`src/rtl/demux1to2_buf.sv`:
```
// demux1to2_buf: steers one valid/ready stream into one of two
// buffered output streams, one registered slot per output.
//
// Ports:
//   clk, rst               clock, synchronous active-high reset
//   in_valid, in_ready     upstream handshake
//   in_select              0 -> out1, 1 -> out2
//   in_data [n-1:0]        upstream word
//   outX_valid, outX_ready downstream handshake per output
//   outX_data [n-1:0]      slot contents per output
//   count1, count2 [cw-1:0] delivered-word counters (wrap)
module demux1to2_buf #(
  parameter int n  = 32,
  parameter int cw = 16
) (
  input  logic          clk,
  input  logic          rst,
  input  logic          in_valid,
  input  logic          in_select,
  input  logic [n-1:0]  in_data,
  output logic          in_ready,
  output logic          out1_valid,
  output logic [n-1:0]  out1_data,
  input  logic          out1_ready,
  output logic          out2_valid,
  output logic [n-1:0]  out2_data,
  input  logic          out2_ready,
  output logic [cw-1:0] count1,
  output logic [cw-1:0] count2
);

  logic         full1;
  logic         full2;
  logic [n-1:0] data1;
  logic [n-1:0] data2;

  logic sel_free;
  logic in_hs;
  logic ld1;
  logic ld2;
  logic dq1;
  logic dq2;

  // The selected slot can take a word if it is empty or is
  // being drained at this same edge.
  always_comb begin
    sel_free = 1'b0;
    unique case (1'b1)
      in_select:  sel_free = !full2 || out2_ready;
      !in_select: sel_free = !full1 || out1_ready;
    endcase
  end

  assign in_ready = !rst && sel_free;
  assign in_hs    = in_valid && in_ready;
  assign ld1      = in_hs && !in_select;
  assign ld2      = in_hs && in_select;
  assign dq1      = full1 && out1_ready;
  assign dq2      = full2 && out2_ready;

  always_ff @(posedge clk) begin
    if (rst) begin
      full1  <= 1'b0;
      full2  <= 1'b0;
      data1  <= '0;
      data2  <= '0;
      count1 <= '0;
      count2 <= '0;
    end else begin
      // A load wins over a drain so a simultaneous
      // replace keeps the slot full.
      if (ld1) begin
        data1 <= in_data;
        full1 <= 1'b1;
      end else if (dq1) begin
        full1 <= 1'b0;
      end

      if (ld2) begin
        data2 <= in_data;
        full2 <= 1'b1;
      end else if (dq2) begin
        full2 <= 1'b0;
      end

      if (dq1) count1 <= count1 + cw'(1);
      if (dq2) count2 <= count2 + cw'(1);
    end
  end

  assign out1_valid = full1;
  assign out2_valid = full2;
  assign out1_data  = data1;
  assign out2_data  = data2;

endmodule

```
`config.mk`:
```
export PLATFORM = sky130hd
export DESIGN_NAME = demux1to2_buf
export DESIGN_NICKNAME = d
export VERILOG_FILES = /design/src/rtl/demux1to2_buf.sv
export SDC_FILE = /design/constraint.sdc
export NUM_CORES = 1
export LEC_CHECK = 0
export ABC_AREA = 1
export ABC_CLOCK_PERIOD_IN_PS = 1700
export CAP_MARGIN = 20
export CELL_PAD_IN_SITES_DETAIL_PLACEMENT = 0
export CELL_PAD_IN_SITES_GLOBAL_PLACEMENT = 1
export CORE_AREA = 2 2 118 120
export DETAILED_ROUTE_END_ITERATION = 12
export DIE_AREA = 0 0 120 122
export PLACE_DENSITY = 0.91
export RECOVER_POWER = 50
export SLEW_MARGIN = 5
export SYNTH_ARGS = -nofsm -noshare
export SYNTH_HDL_FRONTEND = slang
export SYNTH_SLANG_ARGS = --single-unit
export TNS_END_PERCENT = 30
```
`constraint.sdc`:
```
create_clock -name clk -period 1.7 [get_ports clk]
set_clock_uncertainty 0.15 [all_clocks]
set_input_delay 0.17 -clock clk [delete_from_list [all_inputs] [get_ports clk]]
set_output_delay 0.17 -clock clk [all_outputs]
set_load 0.1 [all_outputs]
```
==> out/results.ini <==
[clock_network]
cts_hold_buffers = 0
cts-root-buf = clkbuf_16
cts_buffer_depth = 2
clock_latency_ns = 0.35
clock-sinks = 98
clkTransAtPathRegs_ns = 0.07
cts_buffers = 9
cts-htree-levels = 3
cts_tree = done

[synthesis]
synth_seq_area_share_pct = 46.5
yosys.cell_types.count = 22
synthArstFlopShare_pct = 0
synth_largest_area_cell = dfxtp_1
synth_common_cells = nor2_1 (187), nand2_1 (103), dfxtp_1 (98)
netlist_instances = 618
synth.area.top_cells = dfxtp_1 (47%), nor2_1 (17%), nand2_1 (9.2%)
ys.flop_type = dfxtp_1
ys_warn_count = 0
syn_area_per_cell_um2 = 6.83
synth_top_area_share_pct = 46.5
yosysMostFrequentCell = nor2_1
synth_edf_count = 0
netlist_area_um2 = 4220
syn-num-nets = 658
ys_ff_latch = 98

[power]
p_per_area_nw_per_um2 = 930
power_leakage_nw = 2.76
peakVddDrop_uv = 432

[grt]
grt_use_met2_pct = 28.9
grt_use_met3_pct = 3.23
antenna_found_initial = 0
grt_max_degree = 40
grt_pass1_vias = 3993
grtUsageTotal_pct = 16.9
grt_busiest_layer = met2
met1_usage_pct = 21.0
overflow = 0
grt_pass1_wl_um = 19700

[drt]
drt-total-wl_um = 12400
route.detailed.drc = 0
num_vias = 4263
drt_iter0_markers = 324
drtPass1Iterations = 5
drt-vias-per-instance = 4.51
detail-route-antenna-nets = 0
routedWlPerCell_um = 13.1

[sta]
max_slew.worst_pin.slew_ns = 0.580
fin_crit_sh_pct = 96.5
fmax_ghz = 0.610
setup_viol = 0
report.final.hold_viol_count = 0
fin_ws_ns = 0.0603
rsz0062_at_grt = no
timing.slew.headroom_pct = 61.5
period_needed_ns = 1.64
slew_viol_final = 0

[placed_design]
io_buffers = 136
place_worst_setup_slack_ns = -0.113
gp_congestion = 0.798
dpl_cell_area_um2 = 6880
hpwlAfterDp_um = 8700

[cells_and_area]
fin_nets = 800
diodes = 0
area_growth_pct = 41.1
design_area_um2 = 5950
layout-drive-gt1-share_pct = 23.4

[worst_setup_path]
crit_arrival_ns = 1.32
setup.worst_path.class = in -> out
r2r_cells = 8
worstPathMaxFanout = 3
crit_path_end_kind = primary output
worstSetupStartpointType = input port
crit_required_ns = 1.38

[floorplanning]
start_util_pct = 31.2
die_width_um = 120
die_h_um = 122
dieArea_um2 = 14600
ios = 137
row_count = 43
core-area_um2 = 13500

[flow_run]
maxCapViolCount = 0

[status]
outcome = finished, final reports clean

[hold_path]
whs_path_depth = 3
min_path_type = in -> reg

==> logic make-up (layout without fill, tap and decap cells) <==
group                    after synthesis  after routing  synth area share, %
flip-flops                            98             98                 46.5
AND/OR/NAND/NOR                      354            354                 35.1
AO/OA/AOI/OAI                         59             59                 7.12
adder cells (fa/ha/maj)                2              2                0.593
buffers and inverters                101            248                 9.88
XOR/XNOR                               4              4                0.830
==> per-layer routing <==
layer / vias to the layer above / part of all wire (%)
met5: - / 0
met1: 1926 / 46
met3: 16 / 4.0
li1: 2226 / -
met4: 0 / 1.8
met2: 95 / 49
==> critical path, stage by stage <==
cell,delay (ns)
clkdlybuf4s50_1,0.51
inv_1,0.07
nand2_1,0.09
nor2_2,0.05
nor2_4,0.14
buf_12,0.12
buf_12,0.16
==> power by group <==
group | internal (mW) | switching, mW
clock | 1.23 | 0.899
combinational | 0.239 | 0.774
sequential | 2.36 | 0.0415
total | 3.82 | 1.71
==> flip-flops by register name, indices dropped and copies added, names as in the netlist <==
register    count
out2_valid      1
out1_data      32
count2         16
out1_valid      1
count1         16
out2_data      32
==> stage by stage <==
stage / util [%] / hold slack [ns] / total power, mW / instances / TNS, ns
global placement: 51.0 / 0.329 / 3.69 / 926 / -3.44
global route: 44.1 / 0.176 / 5.77 / 945 / 0
detailed placement: 51.0 / 0.338 / 3.69 / 926 / -4.21
CTS: 53.7 / 0.136 / 5.87 / 945 / 0
floorplan: - / 0.179 / 3.19 / 618 / -0.0195
finish: 44.1 / 0.141 / 5.54 / 945 / 0
==> area by class of cell <==
cell class | instances | area, µm²
clock buffer | 11 | 253
fill | 1404 | 7550
multi-input combinational | 419 | 1850
tap | 180 | 225
timing repair buffer | 161 | 1290
sequential | 98 | 2010
clock inverter | 5 | 61.3
inverter | 71 | 267
==> layout by cell type (no fill, tap or decap), types with 2 or more instances in the layout <==
cell type / instances
clkbuf_16: 9
nor3_1: 2
inv_2: 5
nor2_4: 2
buf_12: 15
buf_4: 21
a21oi_1: 46
ha_1: 2
nand4_1: 38
nor2_2: 4
inv_1: 66
nor2_1: 186
dfxtp_1: 74
dlygate4sd2_1: 2
dfxtp_4: 6
xor2_1: 4
clkinv_4: 2
dfxtp_2: 18
clkdlybuf4s50_1: 34
clkbuf_8: 2
clkbuf_2: 86
nand2_1: 102
o21bai_1: 2
o21ai_0: 11
nand3_1: 17
==> repair_timing <==
action	CTS	global route
gates resized for setup	3	2
setup buffers	2	0
gates cloned	1	0
endpoints found under the setup margin	1	8
pin swaps	1	1
==> worst paths after layout <==
kind                        end        from  slack, ns
hold / removal        count2[1]  out2_ready       0.14
setup / recovery       in_ready  out1_ready       0.06
hold reg to reg       count1[4]   count1[4]       0.31
setup reg to reg  out1_data[29]  out2_valid       0.17
No activity file was read; power rests on OpenSTA's default activity.
